File: config.mk
export PLATFORM = sky130hd
export DESIGN_NAME = corelet_ctrl_flat
export DESIGN_NICKNAME = d
export VERILOG_FILES = /design/src/rtl/corelet_ctrl_if.sv /design/src/rtl/corelet_ctrl.sv /design/src/flat_wrapper.sv
export SDC_FILE = /design/constraint.sdc
export NUM_CORES = 1
export LEC_CHECK = 0
export BUFFER_PORTS_ARGS = -buffer_cell sky130_fd_sc_hd__buf_4
export CAP_MARGIN = 10
export CORE_MARGIN = 2
export CORE_UTILIZATION = 40
export CTS_CLUSTER_DIAMETER = 40
export DETAILED_ROUTE_END_ITERATION = 12
export GPL_ROUTABILITY_DRIVEN = 0
export GPL_TIMING_DRIVEN = 0
export PLACE_DENSITY = 0.67
export SYNTH_ARGS = -nofsm -noshare
export SYNTH_HDL_FRONTEND = slang
export SYNTH_SLANG_ARGS = --single-unit
export TNS_END_PERCENT = 1
File: constraint.sdc
create_clock -name i_clk -period 7.83 [get_ports i_clk]
set_clock_uncertainty 0.1 [all_clocks]
set_input_delay 1.566 -clock i_clk [delete_from_list [all_inputs] [get_ports i_clk]]
set_output_delay 1.566 -clock i_clk [all_outputs]
set_load 0.05 [all_outputs]
File: src/rtl/corelet_ctrl_if.sv
// Control bundle between the corelet sequencer and its host, corelet datapath and SRAMs.
// The master modport is the sequencer side; the slave modport is the host/datapath side.
interface corelet_ctrl_if #(
    parameter int ADDR_BW = 11
) ();
    logic               start;
    logic [4:0]         cfg_len;
    logic [3:0]         cfg_nkij;
    logic               busy;
    logic               done;
    logic               xmem_cen;
    logic [ADDR_BW-1:0] xmem_addr;
    logic               pmem_cen;
    logic               pmem_wen;
    logic [ADDR_BW-1:0] pmem_addr;
    logic               l0_wr;
    logic               l0_rd;
    logic               l0_ready;
    logic [2:0]         inst_w;
    logic               ofifo_rd;
    logic               ofifo_valid;
    logic               sfp_acc_i;
    logic               sfp_psum_bypass;

    modport master (
        input  start, cfg_len, cfg_nkij, l0_ready, ofifo_valid,
        output busy, done, xmem_cen, xmem_addr, pmem_cen, pmem_wen, pmem_addr,
               l0_wr, l0_rd, inst_w, ofifo_rd, sfp_acc_i, sfp_psum_bypass
    );

    modport slave (
        output start, cfg_len, cfg_nkij, l0_ready, ofifo_valid,
        input  busy, done, xmem_cen, xmem_addr, pmem_cen, pmem_wen, pmem_addr,
               l0_wr, l0_rd, inst_w, ofifo_rd, sfp_acc_i, sfp_psum_bypass
    );
endinterface

File: src/rtl/corelet_ctrl.sv
// Sequencer for one weight-stationary corelet tile: per kernel position it fills L0 with
// weights, loads the PE array, streams activations and accumulates the results into psum SRAM.
module corelet_ctrl #(
    parameter int ROW      = 8,
    parameter int COL      = 8,
    parameter int L0_DEPTH = 16,
    parameter int ADDR_BW  = 11,
    parameter int W_BASE   = 1024
) (
    input  logic           i_clk,
    input  logic           i_reset,
    corelet_ctrl_if.master io_bus
);

    localparam int CNT_MAX = (L0_DEPTH > ROW + COL) ? L0_DEPTH : ROW + COL;
    localparam int CNT_W   = $clog2(CNT_MAX + 1);

    typedef enum logic [2:0] {
        S_IDLE,
        S_W_FILL,
        S_W_LOAD,
        S_W_WAIT,
        S_A_FILL,
        S_EXEC,
        S_DRAIN,
        S_DONE
    } state_t;

    typedef enum logic [1:0] {
        D_WAIT,
        D_READ,
        D_POP,
        D_WRITE
    } drain_t;

    state_t             r_state;
    drain_t             r_step;
    logic [4:0]         r_len;
    logic [3:0]         r_nkij;
    logic [3:0]         r_k;
    logic [CNT_W-1:0]   r_cnt;
    logic               r_busy;
    logic               r_done;
    logic               r_xmemCen;
    logic [ADDR_BW-1:0] r_xmemAddr;
    logic               r_pmemCen;
    logic               r_pmemWen;
    logic [ADDR_BW-1:0] r_pmemAddr;
    logic               r_l0Wr;
    logic               r_l0Rd;
    logic [1:0]         r_inst;
    logic               r_ofifoRd;
    logic               r_sfpAcc;

    logic               w_isWFill;
    logic [CNT_W-1:0]   w_fillTarget;
    logic [ADDR_BW-1:0] w_fillAddr;
    logic [CNT_W-1:0]   w_lenLast;
    logic [3:0]         w_kNext;

    assign w_isWFill    = (r_state == S_W_FILL);
    assign w_fillTarget = w_isWFill ? CNT_W'(COL) : CNT_W'(r_len);
    assign w_fillAddr   = w_isWFill ? ADDR_BW'(W_BASE + int'(r_k) * COL + int'(r_cnt))
                                    : ADDR_BW'(r_cnt);
    assign w_lenLast    = CNT_W'(r_len) - CNT_W'(1);
    assign w_kNext      = r_k + 4'd1;

    // r_cnt is shared: reads issued while filling, cycles in LOAD/WAIT/EXEC, output index in DRAIN.
    always_ff @(posedge i_clk) begin
        if (!i_reset) begin
            r_state    <= S_IDLE;
            r_step     <= D_WAIT;
            r_len      <= '0;
            r_nkij     <= '0;
            r_k        <= '0;
            r_cnt      <= '0;
            r_busy     <= 1'b0;
            r_done     <= 1'b0;
            r_xmemCen  <= 1'b1;
            r_xmemAddr <= '0;
            r_pmemCen  <= 1'b1;
            r_pmemWen  <= 1'b1;
            r_pmemAddr <= '0;
            r_l0Wr     <= 1'b0;
            r_l0Rd     <= 1'b0;
            r_inst     <= 2'b00;
            r_ofifoRd  <= 1'b0;
            r_sfpAcc   <= 1'b0;
        end else begin
            r_done <= 1'b0;
            case (r_state)
                S_IDLE: begin
                    if (io_bus.start) begin
                        r_len  <= io_bus.cfg_len;
                        r_nkij <= io_bus.cfg_nkij;
                        r_k    <= '0;
                        r_cnt  <= '0;
                        r_step <= D_WAIT;
                        r_busy <= 1'b1;
                        if (io_bus.cfg_len == 5'd0 || io_bus.cfg_nkij == 4'd0) begin
                            r_state <= S_DONE;
                        end else begin
                            r_state <= S_W_FILL;
                        end
                    end
                end

                // SRAM data arrives a cycle after the read, so l0_wr trails xmem_cen by one cycle.
                S_W_FILL, S_A_FILL: begin
                    r_l0Wr <= !r_xmemCen;
                    if (r_cnt == w_fillTarget && r_xmemCen) begin
                        r_cnt  <= '0;
                        r_l0Rd <= 1'b1;
                        if (w_isWFill) begin
                            r_inst  <= 2'b01;
                            r_state <= S_W_LOAD;
                        end else begin
                            r_inst  <= 2'b10;
                            r_state <= S_EXEC;
                        end
                    end else if (r_cnt != w_fillTarget && io_bus.l0_ready) begin
                        r_xmemCen  <= 1'b0;
                        r_xmemAddr <= w_fillAddr;
                        r_cnt      <= r_cnt + CNT_W'(1);
                    end else begin
                        r_xmemCen <= 1'b1;
                    end
                end

                S_W_LOAD: begin
                    if (r_cnt == CNT_W'(COL - 1)) begin
                        r_cnt   <= '0;
                        r_l0Rd  <= 1'b0;
                        r_inst  <= 2'b00;
                        r_state <= S_W_WAIT;
                    end else begin
                        r_cnt <= r_cnt + CNT_W'(1);
                    end
                end

                S_W_WAIT: begin
                    if (r_cnt == CNT_W'(ROW + COL - 1)) begin
                        r_cnt   <= '0;
                        r_state <= S_A_FILL;
                    end else begin
                        r_cnt <= r_cnt + CNT_W'(1);
                    end
                end

                S_EXEC: begin
                    if (r_cnt == w_lenLast) begin
                        r_cnt   <= '0;
                        r_l0Rd  <= 1'b0;
                        r_inst  <= 2'b00;
                        r_step  <= D_WAIT;
                        r_state <= S_DRAIN;
                    end else begin
                        r_cnt <= r_cnt + CNT_W'(1);
                    end
                end

                // Each output: optional psum read, OFIFO pop into the SFP, then psum write-back.
                S_DRAIN: begin
                    case (r_step)
                        D_WAIT: begin
                            if (io_bus.ofifo_valid) begin
                                r_step <= D_READ;
                                if (r_k != 4'd0) begin
                                    r_pmemCen  <= 1'b0;
                                    r_pmemWen  <= 1'b1;
                                    r_pmemAddr <= ADDR_BW'(r_cnt);
                                end
                            end
                        end
                        D_READ: begin
                            r_pmemCen <= 1'b1;
                            r_ofifoRd <= 1'b1;
                            r_sfpAcc  <= (r_k != 4'd0);
                            r_step    <= D_POP;
                        end
                        D_POP: begin
                            r_ofifoRd  <= 1'b0;
                            r_sfpAcc   <= 1'b0;
                            r_pmemCen  <= 1'b0;
                            r_pmemWen  <= 1'b0;
                            r_pmemAddr <= ADDR_BW'(r_cnt);
                            r_step     <= D_WRITE;
                        end
                        default: begin
                            r_pmemCen <= 1'b1;
                            r_pmemWen <= 1'b1;
                            r_step    <= D_WAIT;
                            if (r_cnt == w_lenLast) begin
                                r_cnt <= '0;
                                r_k   <= w_kNext;
                                if (w_kNext == r_nkij) begin
                                    r_state <= S_DONE;
                                end else begin
                                    r_state <= S_W_FILL;
                                end
                            end else begin
                                r_cnt <= r_cnt + CNT_W'(1);
                            end
                        end
                    endcase
                end

                S_DONE: begin
                    r_done  <= 1'b1;
                    r_busy  <= 1'b0;
                    r_state <= S_IDLE;
                end

                default: begin
                    r_state <= S_IDLE;
                end
            endcase
        end
    end

    assign io_bus.busy            = r_busy;
    assign io_bus.done            = r_done;
    assign io_bus.xmem_cen        = r_xmemCen;
    assign io_bus.xmem_addr       = r_xmemAddr;
    assign io_bus.pmem_cen        = r_pmemCen;
    assign io_bus.pmem_wen        = r_pmemWen;
    assign io_bus.pmem_addr       = r_pmemAddr;
    assign io_bus.l0_wr           = r_l0Wr;
    assign io_bus.l0_rd           = r_l0Rd;
    assign io_bus.inst_w          = {1'b0, r_inst};
    assign io_bus.ofifo_rd        = r_ofifoRd;
    assign io_bus.sfp_acc_i       = r_sfpAcc;
    assign io_bus.sfp_psum_bypass = 1'b0;

endmodule
File: src/flat_wrapper.sv
// flat-port wrapper written by rule: the top's interface ports become plain ports
module corelet_ctrl_flat 
#(
    parameter int ROW      = 8,
    parameter int COL      = 8,
    parameter int L0_DEPTH = 16,
    parameter int ADDR_BW  = 11,
    parameter int W_BASE   = 1024
)
  (i_clk, i_reset, io_bus_start, io_bus_cfg_len, io_bus_cfg_nkij, io_bus_l0_ready, io_bus_ofifo_valid, io_bus_busy, io_bus_done, io_bus_xmem_cen, io_bus_xmem_addr, io_bus_pmem_cen, io_bus_pmem_wen, io_bus_pmem_addr, io_bus_l0_wr, io_bus_l0_rd, io_bus_inst_w, io_bus_ofifo_rd, io_bus_sfp_acc_i, io_bus_sfp_psum_bypass);
  corelet_ctrl_if #(.ADDR_BW(ADDR_BW)) io_bus_i ();
  input  logic i_clk;
  input  logic i_reset;
  input wire logic [$bits(io_bus_i.start)-1:0] io_bus_start;
  input wire logic [$bits(io_bus_i.cfg_len)-1:0] io_bus_cfg_len;
  input wire logic [$bits(io_bus_i.cfg_nkij)-1:0] io_bus_cfg_nkij;
  input wire logic [$bits(io_bus_i.l0_ready)-1:0] io_bus_l0_ready;
  input wire logic [$bits(io_bus_i.ofifo_valid)-1:0] io_bus_ofifo_valid;
  output wire logic [$bits(io_bus_i.busy)-1:0] io_bus_busy;
  output wire logic [$bits(io_bus_i.done)-1:0] io_bus_done;
  output wire logic [$bits(io_bus_i.xmem_cen)-1:0] io_bus_xmem_cen;
  output wire logic [$bits(io_bus_i.xmem_addr)-1:0] io_bus_xmem_addr;
  output wire logic [$bits(io_bus_i.pmem_cen)-1:0] io_bus_pmem_cen;
  output wire logic [$bits(io_bus_i.pmem_wen)-1:0] io_bus_pmem_wen;
  output wire logic [$bits(io_bus_i.pmem_addr)-1:0] io_bus_pmem_addr;
  output wire logic [$bits(io_bus_i.l0_wr)-1:0] io_bus_l0_wr;
  output wire logic [$bits(io_bus_i.l0_rd)-1:0] io_bus_l0_rd;
  output wire logic [$bits(io_bus_i.inst_w)-1:0] io_bus_inst_w;
  output wire logic [$bits(io_bus_i.ofifo_rd)-1:0] io_bus_ofifo_rd;
  output wire logic [$bits(io_bus_i.sfp_acc_i)-1:0] io_bus_sfp_acc_i;
  output wire logic [$bits(io_bus_i.sfp_psum_bypass)-1:0] io_bus_sfp_psum_bypass;
  assign io_bus_i.start = io_bus_start;
  assign io_bus_i.cfg_len = io_bus_cfg_len;
  assign io_bus_i.cfg_nkij = io_bus_cfg_nkij;
  assign io_bus_i.l0_ready = io_bus_l0_ready;
  assign io_bus_i.ofifo_valid = io_bus_ofifo_valid;
  assign io_bus_busy = io_bus_i.busy;
  assign io_bus_done = io_bus_i.done;
  assign io_bus_xmem_cen = io_bus_i.xmem_cen;
  assign io_bus_xmem_addr = io_bus_i.xmem_addr;
  assign io_bus_pmem_cen = io_bus_i.pmem_cen;
  assign io_bus_pmem_wen = io_bus_i.pmem_wen;
  assign io_bus_pmem_addr = io_bus_i.pmem_addr;
  assign io_bus_l0_wr = io_bus_i.l0_wr;
  assign io_bus_l0_rd = io_bus_i.l0_rd;
  assign io_bus_inst_w = io_bus_i.inst_w;
  assign io_bus_ofifo_rd = io_bus_i.ofifo_rd;
  assign io_bus_sfp_acc_i = io_bus_i.sfp_acc_i;
  assign io_bus_sfp_psum_bypass = io_bus_i.sfp_psum_bypass;
  corelet_ctrl #(.ROW(ROW), .COL(COL), .L0_DEPTH(L0_DEPTH), .ADDR_BW(ADDR_BW), .W_BASE(W_BASE)) u_core (.i_clk(i_clk), .i_reset(i_reset), .io_bus(io_bus_i));
endmodule
==> metrics.md, run 1 <==
| Metric | Value |
|---|---|
| Switching Fraction | `0.419` |
| Clk slew on worst S/H paths | `~0.09 ns` |
| Leakage power | `around 1.4 nW` |
| Post-synth top cells | `dfxtp_1, nand2_1, nor2_1, a21oi_1` |
| Final clock period utilization by the worst path | `0.388` |
| Post-Syn Instances | `~340` |
| Root Buffer | `clkbuf_8` |
| Count leader, synth | `dfxtp_1` |
| Vias in the first global route | `between 2,000 and 2,500` |
| Worst slew pin tran | `between 0.6 and 0.7 ns` |
| Multi-input gate area | `between 1500 and 2000 sq um` |
| CP max FO | `2` |
| Initial Util | `0.410` |
| Nets | `about 420` |
| Crit Path Class | `primary input to flip-flop` |
| Netlist cell types | `a little under 60` |
| Setup TNS | `0 ns` |
| Ports | `a little under 50` |
| Status | `finished clean` |
| Layout Cells excl Fill | `~480` |
| Power share of the combinational group | `0.468` |
| DRT iter0 DRCs | `175` |
| Peak supply drop | `0.000109 V` |
| Post_cts resized | `0` |
| Clk_lat worst skew | `about 0.30 ns` |
| Clk network pwr share | `0.181` |
| Synth Flop Type | `dfxtp_1` |
| Drt first pass iters | `5` |
| Die Y-Extent | `87.0 microns` |
| Placed cell areas | `~3200 sq um` |
| Fmax | `between 0.3 and 0.4 GHz` |
| Core area | `6720 sq um` |
| Max Cap Viol | `0` |
| Final hold viol count | `0` |
| Fin. max-slew vios | `0` |
| Ys async rst share | `0` |
| Setup violations, final | `0` |
| Post-route ant nets | `0` |
| Min Clock Period, post-route | `3.03 ns` |
| Synth area leaders | `dfxtp_1, nand2_1, nor2_1` |
| Slew HR | `0.583` |
| Drt wl/cell | `~14 microns` |
| CTS Buffer Depth | `2` |
| CP max-delay cell | `or4_1` |
| Inserted Clock Buffers | `5` |
| Remaining global-route overflow | `0` |
| Crit path DAT | `between 3 and 4 ns` |
| Synthesized cell area | `between 2000 and 3000 sq um` |
| Via count | `around 2,500` |
| Die X-Extent | `87.0 microns` |
| EDFF count, synth | `0` |
| WP data required | `approximately 8 ns` |
| Power share of the sequential group | `0.351` |
| Port bufs | `37` |
| H-tree Lvls | `2` |
| Post-route DRC | `0` |
| Post-synth top area share | `0.349` |
| Global-route wire length before repair | `11.0 mm` |
| Finished Core Util | `0.485` |
| Largest area contributor in the netlist | `dfxtp_1` |
| FF/Latch Area | `a little under 1000 sq um` |
| Placed Cells | `about 470` |
| Hold_buf cts | `0` |
| Row cnt | `30` |
| RSZ-0062 raised after global routing | `no` |
| Min-delay worst type | `flip-flop to flip-flop` |
| Inserted Diodes | `0` |
| Syn Area/Cell | `8.07 sq um` |
| Pint | `492 uW` |
| Synth Register Bits | `48` |
| Slowest stage delay, CP | `~0.52 ns` |
| Cell Chain, Critical Path | `buf_4 -> or4_1 -> nor2_1 -> o21ai_0 -> o21ai_0 -> nor2_1 -> or3_1 -> o22ai_1` |
| DP Wirelength | `4.95 mm` |
| Vias per inst | `roughly 5.2` |
| Net switching power | `around 350 uW` |
| Pwr/cell area | `around 260 nW/um^2` |
| Die ar. | `between 7000 and 8000 sq um` |
| Post-CTS setup buffers | `0` |
| Seq/Total Area, Yosys | `0.349` |
| Clk sinks | `48` |
| Finished Cell Area | `roughly 3300 sq um` |
| Worst setup EP type | `flip-flop` |
| Share of layout cells above drive strength 1 | `0.170` |
| Synth warn | `0` |
| Initial antenna violation count | `0` |
| Critical path startpoint category | `primary input` |
| Post-Route WL | `about 6.6 mm` |
| Total GRT Usage | `0.184` |
| # fillers | `approximately 700` |
| Final total power | `between 800 and 900 uW` |
| Area grow syn2layout | `18.3%` |
| TritonCTS clock tree | `yes` |
| Largest net degree at the start of global routing | `15` |
==> area by class of cell <==
cell class / count / share of cell area
inverter: 13 / 0.0150
sequential: 48 / 0.295
timing repair buffer: 37 / 0.0853
clock buffer: 6 / 0.0254
tap: 80 / 0.0307
clock inverter: 2 / 0.00307
multi-input combinational: 260 / 0.492
buffer: 29 / 0.0534
==> per-layer routing <==
layer | share of wire | GRT usage
met5 | 0 | 0
met4 | 0.017 | 0.0554
met3 | 0.056 | 0.0341
met2 | 0.46 | 0.294
met1 | 0.47 | 0.251
==> worst max-delay path, delay by kind of cell <==
family / cells / cell delay (ns)
AND/OR/NAND/NOR: 4 / 1.04
AO/OA/AOI/OAI: 3 / 0.47
buffers and inverters: 1 / 0.11
==> state kept, by name (all words and copies together), names as in the netlist, 3 cells and up <==
name                     count
u_core.r_len                 5
u_core.r_nkij                4
u_core.r_state               3
u_core.r_k                   4
u_core.r_cnt                 5
u_core.io_bus.pmem_addr      5
u_core.io_bus.xmem_addr      9
==> metrics by stage <==
stage / hold slack [ns] / setup WS (ns)
3_3_place_gp: 0.345 / 4.47
4_1_cts: 0.361 / 4.79
2_1_floorplan: 0.348 / 4.86
3_5_place_dp: 0.349 / 4.46
6_report: 0.357 / 4.80
5_1_grt: 0.375 / 4.63
==> cells in the final DEF (no fill, tap or decap), drive strengths merged, types with 8 or more instances in the layout <==
master	Yosys	routed
a21oi	30	30
buf	16	53
clkbuf	13	19
conb	1	10
dfxtp	48	48
ha	12	12
inv	13	13
mux2i	11	11
nand2	43	43
nor2	42	42
nor2b	8	8
o21ai	15	15
xnor2	11	11
==> final timing paths <==
| path | start | depth (start not counted) | endpoint | slack [ns] |
|---|---|---|---|---|
| worst min register to register | u_core.io_bus.xmem_addr[7] | 2 | u_core.io_bus.xmem_addr[7] | 0.36 |
| worst max register to register | u_core.r_len[0] | 10 | u_core.r_state[2] | 4.81 |
| worst max-delay path | io_bus_cfg_len[0] | 8 | u_core.r_state[2] | 4.80 |
| worst min-delay path | u_core.io_bus.xmem_addr[7] | 2 | u_core.io_bus.xmem_addr[7] | 0.36 |
==> power by group through the flow <==
stage / Clock, mW / Combinational (mW) / Sequential (mW)
after floorplan: 0 / 0.284 / 0.322
after detailed placement: 0 / 0.389 / 0.303
after global placement: 0 / 0.385 / 0.302
after CTS: 0.158 / 0.392 / 0.298
after global routing: 0.170 / 0.436 / 0.302
final: 0.153 / 0.396 / 0.297
==> cell families after synthesis <==
family,after synthesis,synth area share
other,1,0.00136
AND/OR/NAND/NOR,138,0.243
AO/OA/AOI/OAI,73,0.169
adder cells (fa/ha/maj),13,0.0618
flip-flops,48,0.349
multiplexers,11,0.0400
buffers and inverters,42,0.0809
XOR/XNOR,15,0.0545
Power figures use the tool's default switching activity.
==> run 2, diff against run 1 <==
--- a/config.mk
+++ b/config.mk
@@ -13,7 +13,7 @@
 export DETAILED_ROUTE_END_ITERATION = 12
 export GPL_ROUTABILITY_DRIVEN = 0
 export GPL_TIMING_DRIVEN = 0
-export PLACE_DENSITY = 0.67
+export PLACE_DENSITY = 0.7
 export SYNTH_ARGS = -nofsm -noshare
 export SYNTH_HDL_FRONTEND = slang
 export SYNTH_SLANG_ARGS = --single-unit
==> constraint.sdc (replaced) <==
create_clock -name i_clk -period 2.79 [get_ports i_clk]
set_clock_uncertainty 0.1 [all_clocks]
set_input_delay 0.558 -clock i_clk [delete_from_list [all_inputs] [get_ports i_clk]]
set_output_delay 0.558 -clock i_clk [all_outputs]
set_load 0.05 [all_outputs]
==> run 2 against run 1 <==
  * Clock power grew to 4.0 times the previous value
  * Setup slack worse by 4.7 ns
  * Global-route usage hardly changed
  * Cell count is 1.3% higher
  * Clock-buffer cell count is 1 lower
  * Critical path type is now flip-flop to flip-flop
  * Critical endpoint is now u_core.r_state[1]
  * Largest power group unchanged
==> metrics.md, run 2 (synthesis gave the netlist of run 1 again) <==
| Metric | Value |
|---|---|
| Min-delay worst type | `flip-flop to flip-flop` |
| TritonCTS clock tree | `yes` |
| Via count | `approximately 2,500` |
| Vias per inst | `around 5.2` |
| Pwr/cell area | `between 700 and 800 nW/um^2` |
| Peak supply drop | `0.000290 V` |
| Vias in the first global route | `between 2,000 and 2,500` |
| Die ar. | `7560 sq um` |
| Max Cap Viol | `0` |
| Leakage power | `about 1.4 nW` |
| Root Buffer | `clkbuf_8` |
| Largest net degree at the start of global routing | `17` |
| Clk_lat worst skew | `approximately 0.32 ns` |
| Die Y-Extent | `between 80 and 90 microns` |
| Post-route ant nets | `0` |
| Crit path DAT | `approximately 2.8 ns` |
| Most frequent cells in the layout | `buf_4, dfxtp_1, nand2_1, nor2_1, a21oi_1` |
| Row cnt | `30` |
| Inserted Diodes | `0` |
| CTS Buffer Depth | `2` |
| RSZ-0062 raised after global routing | `no` |
| Min Clock Period, post-route | `~2.7 ns` |
| Final hold viol count | `0` |
| Setup TNS | `0 ns` |
| Die X-Extent | `between 80 and 90 microns` |
| Initial Util | `0.410` |
| Most common cell after layout, fill and taps aside | `buf_4` |
| Inserted Clock Buffers | `5` |
| Final clock period utilization by the worst path | `0.959` |
| Critical path startpoint category | `flip-flop` |
| Fmax | `0.374 GHz` |
| Clk slew on worst S/H paths | `about 0.1 ns` |
| Core area | `roughly 6700 sq um` |
| Drt first pass iters | `5` |
| Max FFs per register | `9` |
| Fin. max-slew vios | `0` |
| Remaining global-route overflow | `0` |
| Nets | `approximately 430` |
| Worst slew pin tran | `0.633 ns` |
| CP max FO | `7` |
| Worst reg2reg setup slack | `between 0.1 and 0.15 ns` |
| Post-Route WL | `~6.7 mm` |
| Clk sinks | `48` |
| DP Wirelength | `~5 mm` |
| Drt wl/cell | `about 14 microns` |
| Hold_buf cts | `0` |
| Global-route wire length before repair | `around 11 mm` |
| Port bufs | `37` |
| WP data required | `2.88 ns` |
| Placed cell areas | `~3200 sq um` |
| H-tree Lvls | `2` |
| Status | `finished clean` |
| Slew HR | `0.577` |
| DRT iter0 DRCs | `284` |
| Finished Cell Area | `about 3400 sq um` |
| Initial antenna violation count | `0` |
| Total GRT Usage | `0.183` |
| Post-route DRC | `0` |
| Worst setup EP type | `flip-flop` |
| Crit Path Class | `flip-flop to flip-flop` |
| Setup violations, final | `0` |
| Share of layout cells above drive strength 1 | `0.200` |
| Ports | `49` |
| Area grow syn2layout | `23.0%` |
==> run 2: cell count changes in the layout (fill, tap and decap cells not counted), sizes merged <==
cell    previous run  this run
clkinv             2         0
buf               53        59
inv               13        14
bufinv             0         2
clkbuf            19        18
==> run 2: worst max-delay path: stages (launching register included) <==
cell       delay, ns
dfxtp_4         0.37
inv_1           0.04
ha_2            0.17
nor2b_1         0.13
or3_4           0.38
a311oi_4        0.37
o2bb2ai_2       0.12
or3_4           0.38
buf_4           0.16
o311ai_1        0.21
o41ai_1         0.11
==> run 2: metal layers <==
| metal | vias to the layer above | GRT usage | wire [microns] |
|---|---|---|---|
| li1 | 1269 | - | - |
| met1 | 1175 | 0.243 | 3010 |
| met2 | 66 | 0.297 | 3190 |
| met3 | 12 | 0.0379 | 362 |
| met4 | 0 | 0.0611 | 139 |
| met5 | - | 0 | 0 |
==> run 2: timing repair <==
action,4_1_cts,5_1_grt
resized for setup,3,7
pin swaps,1,3
endpoints found under the setup margin,3,3
buffers inserted,2,5
==> run 2: layout make-up <==
class	count	area, sq um
Sequential cell	48	967
Fill cell	656	3330
Inverter	13	48.8
Timing Repair Buffer	44	330
Multi-Input combinational cell	260	1640
Tap cell	80	100
Buffer	28	163
Clock inverter	3	68.8
Clock buffer	5	68.8
==> run 2: worst paths after layout <==
path | endpoint | from | depth (start not counted)
setup reg to reg | u_core.r_state[1] | u_core.r_len[1] | 10
hold reg to reg | u_core.io_bus.xmem_addr[7] | u_core.io_bus.xmem_addr[7] | 2
hold / removal | u_core.io_bus.xmem_addr[7] | u_core.io_bus.xmem_addr[7] | 2
setup / recovery | u_core.r_state[1] | u_core.r_len[1] | 10
==> run 2: per-stage QoR <==
stage	hold WS, ns	setup slack, ns	cells	total power [mW]	util
floorplan	0.348	0.114	350	1.70	-
global placement	0.346	-0.114	467	1.93	0.471
detailed placement	0.353	-0.143	467	1.94	0.471
CTS	0.367	0.00749	477	2.58	0.496
global route	0.373	0.0200	481	2.81	0.504
finish	0.362	0.114	481	2.65	0.504
==> run 2: power breakdown <==
part           switching [mW]  internal [mW]
Sequential             0.0778          0.763
Clock                   0.253          0.361
Combinational           0.719          0.478
Total                    1.05           1.60
